### config.mk
export PLATFORM = sky130hd
export DESIGN_NAME = block_counter
export DESIGN_NICKNAME = d
export VERILOG_FILES = /design/src/rtl/block_counter_pkg.sv /design/src/rtl/block_counter_core.sv /design/src/rtl/block_counter.sv
export SDC_FILE = /design/constraint.sdc
export NUM_CORES = 1
export LEC_CHECK = 0
export CAP_MARGIN = 15
export CORE_ASPECT_RATIO = 0.9
export CORE_UTILIZATION = 25
export DETAILED_ROUTE_END_ITERATION = 8
export SLEW_MARGIN = 0
export SYNTH_ARGS = -nofsm -noshare
export SYNTH_HDL_FRONTEND = slang
export SYNTH_SLANG_ARGS = --single-unit
### constraint.sdc
create_clock -name clk_i -period 2.55 [get_ports clk_i]
set_input_delay 0.3825 -clock clk_i [delete_from_list [all_inputs] [get_ports clk_i]]
set_output_delay 0.3825 -clock clk_i [all_outputs]
set_load 0.01 [all_outputs]
### src/rtl/block_counter_pkg.sv
// Shared definitions for the ChaCha block counter: FSM state encoding and the
// standard counter widths.
package block_counter_pkg;

  typedef enum logic [1:0] {
    StIdle      = 2'd0,
    StRun       = 2'd1,
    StExhausted = 2'd2
  } ctr_state_e;

  // RFC 8439 uses a 32-bit block counter; the original ChaCha uses 64 bits.
  localparam int unsigned CtrBitsRfc8439 = 32;
  localparam int unsigned CtrBitsOrig    = 64;

endpackage

### src/rtl/block_counter_core.sv
// Block-number register with increment and terminal-count detect.
// Priority: reset > clear > load > increment.
module block_counter_core #(
  parameter int unsigned           CTR_BITS      = 32,
  parameter logic [CTR_BITS-1:0]   INITIAL_VALUE = '0
) (
  input  logic                clk,
  input  logic                rst_n,
  input  logic                clear,
  input  logic                load,
  input  logic [CTR_BITS-1:0] load_value,
  input  logic                incr,
  output logic [CTR_BITS-1:0] ctr,
  output logic                at_max
);

  logic [CTR_BITS-1:0] ctr_q, ctr_d;

  always_comb begin
    ctr_d = ctr_q;
    if (clear) begin
      ctr_d = INITIAL_VALUE;
    end else if (load) begin
      ctr_d = load_value;
    end else if (incr) begin
      // Natural modulo-2^CTR_BITS roll-over.
      ctr_d = ctr_q + {{(CTR_BITS-1){1'b0}}, 1'b1};
    end
  end

  always_ff @(posedge clk) begin
    if (!rst_n) begin
      ctr_q <= INITIAL_VALUE;
    end else begin
      ctr_q <= ctr_d;
    end
  end

  assign ctr    = ctr_q;
  assign at_max = &ctr_q;

endmodule

### src/rtl/block_counter.sv
// ChaCha block-number issuer: IDLE/RUN/EXHAUSTED FSM with a valid/ready
// handshake around the block_counter_core register.
module block_counter
  import block_counter_pkg::*;
#(
  parameter int unsigned         CTR_BITS      = CtrBitsRfc8439,
  parameter logic [CTR_BITS-1:0] INITIAL_VALUE = '0,
  parameter bit                  WRAP_EN       = 1'b0
) (
  input  logic                clk_i,
  input  logic                rst_ni,
  input  logic                clear_i,
  input  logic                load_i,
  input  logic [CTR_BITS-1:0] load_value_i,
  output logic                ctr_valid_o,
  input  logic                ctr_ready_i,
  output logic [CTR_BITS-1:0] ctr_o,
  output logic                exhausted_o,
  output logic                wrapped_o
);

  ctr_state_e state_q, state_d;
  logic       wrapped_q, wrapped_d;
  logic       transfer;
  logic       incr;
  logic       at_max;

  // Outputs come straight from registered state, so ready never reaches valid.
  assign transfer = (state_q == StRun) && ctr_ready_i;

  always_comb begin
    state_d   = state_q;
    wrapped_d = wrapped_q;
    incr      = 1'b0;
    if (clear_i) begin
      state_d   = StIdle;
      wrapped_d = 1'b0;
    end else if (load_i) begin
      state_d   = StRun;
      wrapped_d = 1'b0;
    end else if (transfer) begin
      if (!at_max) begin
        incr = 1'b1;
      end else if (WRAP_EN) begin
        incr      = 1'b1;
        wrapped_d = 1'b1;
      end else begin
        state_d = StExhausted;
      end
    end
  end

  always_ff @(posedge clk_i) begin
    if (!rst_ni) begin
      state_q   <= StIdle;
      wrapped_q <= 1'b0;
    end else begin
      state_q   <= state_d;
      wrapped_q <= wrapped_d;
    end
  end

  block_counter_core #(
    .CTR_BITS      (CTR_BITS),
    .INITIAL_VALUE (INITIAL_VALUE)
  ) u_core (
    .clk        (clk_i),
    .rst_n      (rst_ni),
    .clear      (clear_i),
    .load       (load_i),
    .load_value (load_value_i),
    .incr       (incr),
    .ctr        (ctr_o),
    .at_max     (at_max)
  );

  assign ctr_valid_o = (state_q == StRun);
  assign exhausted_o = !WRAP_EN && (state_q == StExhausted);
  assign wrapped_o   = WRAP_EN && wrapped_q;

endmodule

==> results of run 1 <==
[cell families after synthesis]
kind of cell / synth area share
simple gates: 0.296
compound gates: 0.272
flops: 0.318
buf+inv: 0.0409
xor+xnor: 0.0572
mux: 0.00935
fa+ha+maj: 0.00584
other cells: 0.00175
[layer usage]
layer,vias up,part of all wire
met2,70,0.44
met4,0,0.010
met1,1124,0.50
li1,1191,-
met5,-,0
met3,8,0.056
[final cells by class]
| cell class | instances | area share |
|---|---|---|
| Clock buffer | 7 | 0.0277 |
| Clock inverter | 1 | 0.00161 |
| Inverter | 3 | 0.00362 |
| Multi-Input combinational cell | 213 | 0.441 |
| Sequential cell | 34 | 0.219 |
| Tap cell | 115 | 0.0462 |
| Timing Repair Buffer | 85 | 0.261 |
[cells in the final DEF (no fill, tap or decap), types with 6 or more instances in the layout]
master | Yosys | layout
buf_4 | 1 | 15
a21oi_1 | 18 | 18
and3_1 | 6 | 6
clkdlybuf4s50_1 | 0 | 70
a211oi_1 | 8 | 8
clkbuf_8 | 0 | 6
a31oi_1 | 20 | 20
dfxtp_1 | 34 | 34
xnor2_1 | 14 | 14
or4_1 | 6 | 6
nand2_1 | 10 | 10
and4_1 | 6 | 6
o21ai_0 | 39 | 39
nor3_1 | 7 | 7
nand4_1 | 12 | 12
nor2_1 | 7 | 7
or3_1 | 10 | 10
nand3_1 | 14 | 14
[worst max path at each step]
stage	depth (start not counted)	startpoint	end
after global placement	7	clear_i	u_core.ctr[21]$_SDFFE_PP0P_
final	6	clear_i	u_core.ctr[13]$_SDFFE_PP0P_
after floorplan	5	clear_i	u_core.ctr[15]$_SDFFE_PP0P_
after detailed placement	6	clear_i	u_core.ctr[13]$_SDFFE_PP0P_
after CTS	6	clear_i	u_core.ctr[13]$_SDFFE_PP0P_
after global routing	6	clear_i	u_core.ctr[31]$_SDFFE_PP0P_
[worst max-delay path, stage by stage]
cell	delay [ps]
clkdlybuf4s50_1	450
nand4bb_2	320
or4_4	590
buf_4	190
or4_1	480
a31oi_1	160
[sequential cells by signal, summed over array words and instances (netlist names)]
| register | cells |
|---|---|
| state_q | 2 |
| u_core.ctr | 32 |
[synthesized netlist by cell type (2+ instances only)]
cell      count
and4_1        6
or4_1         6
dfxtp_1      34
inv_1         3
nor4_1        4
nand2b_1      2
o31ai_1       3
nand2_1      10
nand4_1      12
and4_2        2
a21oi_1      18
nand3_1      14
or3_1        10
o21ai_0      39
mux2i_1       2
nor3_1        7
a211oi_1      8
or2_2         2
and2_1        3
nor2_1        7
xnor2_1      14
a31oi_1      20
clkbuf_1     13
and3_1        6
nor2b_1       2
[power by group]
part	total, mW	internal (mW)	switching, mW
combinational	0.188	0.114	0.0739
clock	0.421	0.218	0.204
sequential	0.585	0.552	0.0329
total	1.19	0.884	0.310
==> results.toml, run 1 <==
[outcome]
status = "finished clean"

[synthesis]
ys_async_sr_fraction = 0
syn_inst = 267
syn_area_um2 = 2140
synth-seq-cells = 34
synth_seq_area_share = 0.318
synth.distinct_cells = 45
synth-edff-count = 0
yosys_most_used_dff = "dfxtp_1"
synth_top_area_cell = "dfxtp_1"
synth_top_area_share = 0.318
yosysWarnings = 0
syn_avg_cell_area_um2 = 8.02
syn-num-nets = 305
ys_top_cells_by_area = "dfxtp_1 (32%), o21ai_0 (9.1%), a31oi_1 (5.8%), xnor2_1 (5.7%), a21oi_1 (4.2%)"

[worst_hold_path]
hold_start = "u_core.ctr[9]$_SDFFE_PP0P_"
hold_path.class = "flip-flop to flip-flop"
hold_path_depth = 2
min_to = "u_core.ctr[9]$_SDFFE_PP0P_"

[floorplanning]
core-area_um2 = 8180
die_w_um = 99.6
start_util = 0.262
ioPinCount = 72
dieArea_um2 = 8940
dieHeight_um = 89.8
num_rows = 31

[drt]
avgViaCountPerCell = 5.22
dr.pass1.iters = 4
antenna_left = 0
drtIter0Drc = 118
drt-total-wl_um = 6810
vias = 2393
drc = 0
avgRoutedWirePerCell_um = 14.9

[clock_tree]
clkLatencyLatePin_ps = 290
clock_path_buffers = 2
htreeDepth = 2
cts_sinks = 34
clk_pin_slew_ps = 70
cts_tree = "done"
postCtsHoldBufs = 0
post_cts_buffers = 0
cts_buffers = 5
cts_resized = 0
clk_root_buffer_cell = "clkbuf_8"

[global_route]
grtUsageMet2 = 0.238
grt_use_met3 = 0.0350
antenna_found_initial = 0
grt_pass1_wl_um = 11400
grt.overflow.total = 0
grtUsageMet1 = 0.219
grt_pass1_vias = 2311
top_usage_layer = "met2"
grt_usage = 0.157
grt_max_degree = 42

[worst_setup_path]
regToRegEndpoint = "u_core.ctr[13]$_SDFFE_PP0P_"
critPathArrivalTime_ps = 2580
crit_type = "input pin to flip-flop"
r2r_slack_ps = 350
path_max_fanout = 9
worstReg2RegStart = "u_core.ctr[7]$_SDFFE_PP0P_"
cp-start-kind = "input pin"
r2r_cells = 5
critPathCaptureType = "flip-flop"
cp_data_required_time_ps = 2770

[sta]
period_minus_slack_ps = 2360
fin_hold_ws_ps = 536
drv_slew = 0
finalHoldViolations = 0
fin_ws_ps = 194
fin_worst_skew_ps = 6.68
fmax_mhz = 424
setup_violations = 0
rsz0062_at_grt = "false"
setup_tns_ps = 0
finalCritPeriodShare = 0.924

[place]
place_area_um2 = 3020
dp.cells = 450
place_hpwl_um = 5120
place_congestion = 0.876
place_ws_ps = -93.3
port_buffers = 70

[power_and_ir_drop]
power.total_mw = 1.19
p_leak_nw = 0.961
vdd_drop_max_uv = 198
powerDensity_nw_per_um2 = 384

[layout]
fin_cells = 458
multi_input_area_um2 = 1370
drive_above_1_share = 0.105
fill_cells = 848
final_nets = 380
antennaDiodeCount = 0
fin_area_um2 = 3110
seq_area_um2 = 681
area_growth_pct = 45.4
utilization = 0.381

[flow_run]
cap_violations = 0
No activity file was read; power rests on OpenSTA's default activity.
==> run 2, diff against run 1 <==
SLEW_MARGIN = 5   (was 0)
==> results of run 2 <==
Final layout, timing and power as in run 1 (identical DEF).
==> RTL edit, RTL diff (settings of run 2) <==
`CtrBitsRfc8439`: 32 -> 36.
--- a/src/rtl/block_counter_pkg.sv
+++ b/src/rtl/block_counter_pkg.sv
@@ -9,7 +9,7 @@
   } ctr_state_e;
 
   // RFC 8439 uses a 32-bit block counter; the original ChaCha uses 64 bits.
-  localparam int unsigned CtrBitsRfc8439 = 32;
+  localparam int unsigned CtrBitsRfc8439 = 36;
   localparam int unsigned CtrBitsOrig    = 64;
 
 endpackage
Interface: changed (resized ctr_o and load_value_i); port bits go from 72 to 80. No check against the original RTL was run, so the function may have changed too.
==> RTL edit against run 2 <==
- area after synthesis increased by 11%
- routed wire length increased by 10%
- sequential cell count increased by 4
- critical path depth decreased by 1
- clock skew increased by 0.00064 ns
- cell area increased by 7.3%
- power increased by 5.4%
- count of clock-buffer cells in the layout unchanged
- setup slack improved by 0.17 ns
- critical endpoint is now u_core.ctr[35]
- largest power group unchanged
==> RTL edit: results <==
group,metric,value,unit
sta,finClkSkew,0.007321,ns
logic_synthesis,ys_types,55,
global_route,grt_use_total,15.75,%
logic_synthesis,ys_warn_count,0,
setup_path,slowest_delay,0.56,ns
logic_synthesis,synthesis.nets,336,
status,status,"finished, final reports clean",
setup_path,crit_fanout,7,
place,port-buffer-count,78,
drt,wire_per_inst,15.29,um
pwr,p_leak,1.033,nW
setup_path,crit_arrival,2.34,ns
logic_synthesis,ys_seq_area_share,32.07,%
drt,vias,2567,
place,place_ws,0.1871,ns
final_layout,nNetsFinal,410,
clock_tree,clock-root-buffer,"clkbuf_8",
place,hpwl,5524,um
global_route,grt_pass1_wl,12520,um
logic_synthesis,synthTopCellsByCount,"o21ai_0, dfxtp_1, a31oi_1",
final_layout,largest_register_ffs,36,
place,place.gp.congestion,0.7785,
clock_tree,clk_latency,0.29,ns
pwr,ir_drop,0.1829,mV
final_layout,drive_gt1_share,9.511,%
global_route,grt_max_degree,38,
sta,holdWs,0.5160,ns
logic_synthesis,synth_area_leaders,"dfxtp_1, o21ai_0, a31oi_1, o31ai_1, or4_1",
final_layout,fillers,974,
drt,drt_iter0_drc,109,
-- RTL edit: changes by cell type after synthesis, moves of 4 or more --
cell             run 2  this run
a21oi_1             18         7
o21ai_0             39        47
xnor2_1             14         3
a211oi_1             8         1
nand2_1             10        19
dfxtp_1             34        38
nor4_1               4         0
a31oi_1             20        28
o31ai_1              3        13
or4_1                6        12
inv_1                3         7
and4_1               6         2
-- RTL edit: through the flow --
stage / total power [mW] / instances / area, sq um
finish: 1.259 / 490 / 3341
CTS: 1.273 / 490 / 3341
global route: 1.324 / 490 / 3341
floorplan: 0.7459 / 294 / 2372
detailed placement: 0.8840 / 483 / 3264
global placement: 0.8818 / 483 / 3264
-- RTL edit: kinds of logic after synthesis --
group           share of synthesized area, %
simple gates                           31.17
compound gates                         27.58
flops                                  32.07
buf+inv                                6.963
xor+xnor                               1.108
fa+ha+maj                             0.5273
other cells                           0.1581
mux                                   0.4220
-- RTL edit: worst min-delay path: stages (launching register included) --
cell	delay [ns]
dfxtp_1	0.33
o31ai_1	0.07
a31oi_1	0.07
-- RTL edit: layer usage --
layer	wire, um	up-vias	GRT usage [%]
li1	-	1293	-
met1	3590	1202	20.30
met2	3507	64	27.04
met3	345	8	3.520
met4	49	0	3.404
met5	0	-	0
-- RTL edit: cell type report --
type / instances / area, sq um / share of cell area, %
repair buffers: 89 / 875.8 / 26.22
clock buffers: 7 / 76.32 / 2.285
inverters: 7 / 26.28 / 0.7865
multi-input cells: 227 / 1449 / 43.37
well taps: 122 / 152.6 / 4.569
flip-flops and latches: 38 / 760.7 / 22.77
-- RTL edit: power by group --
group,switching (mW),internal (mW)
combinational,0.0874,0.127
clock,0.201,0.188
sequential,0.0367,0.618
-- RTL edit: final timing paths --
path	from	depth (start not counted)	endpoint
max	u_core.ctr[10]	5	u_core.ctr[35]
min	u_core.ctr[14]	2	u_core.ctr[14]
max reg2reg	u_core.ctr[10]	5	u_core.ctr[35]
min reg2reg	u_core.ctr[14]	2	u_core.ctr[14]
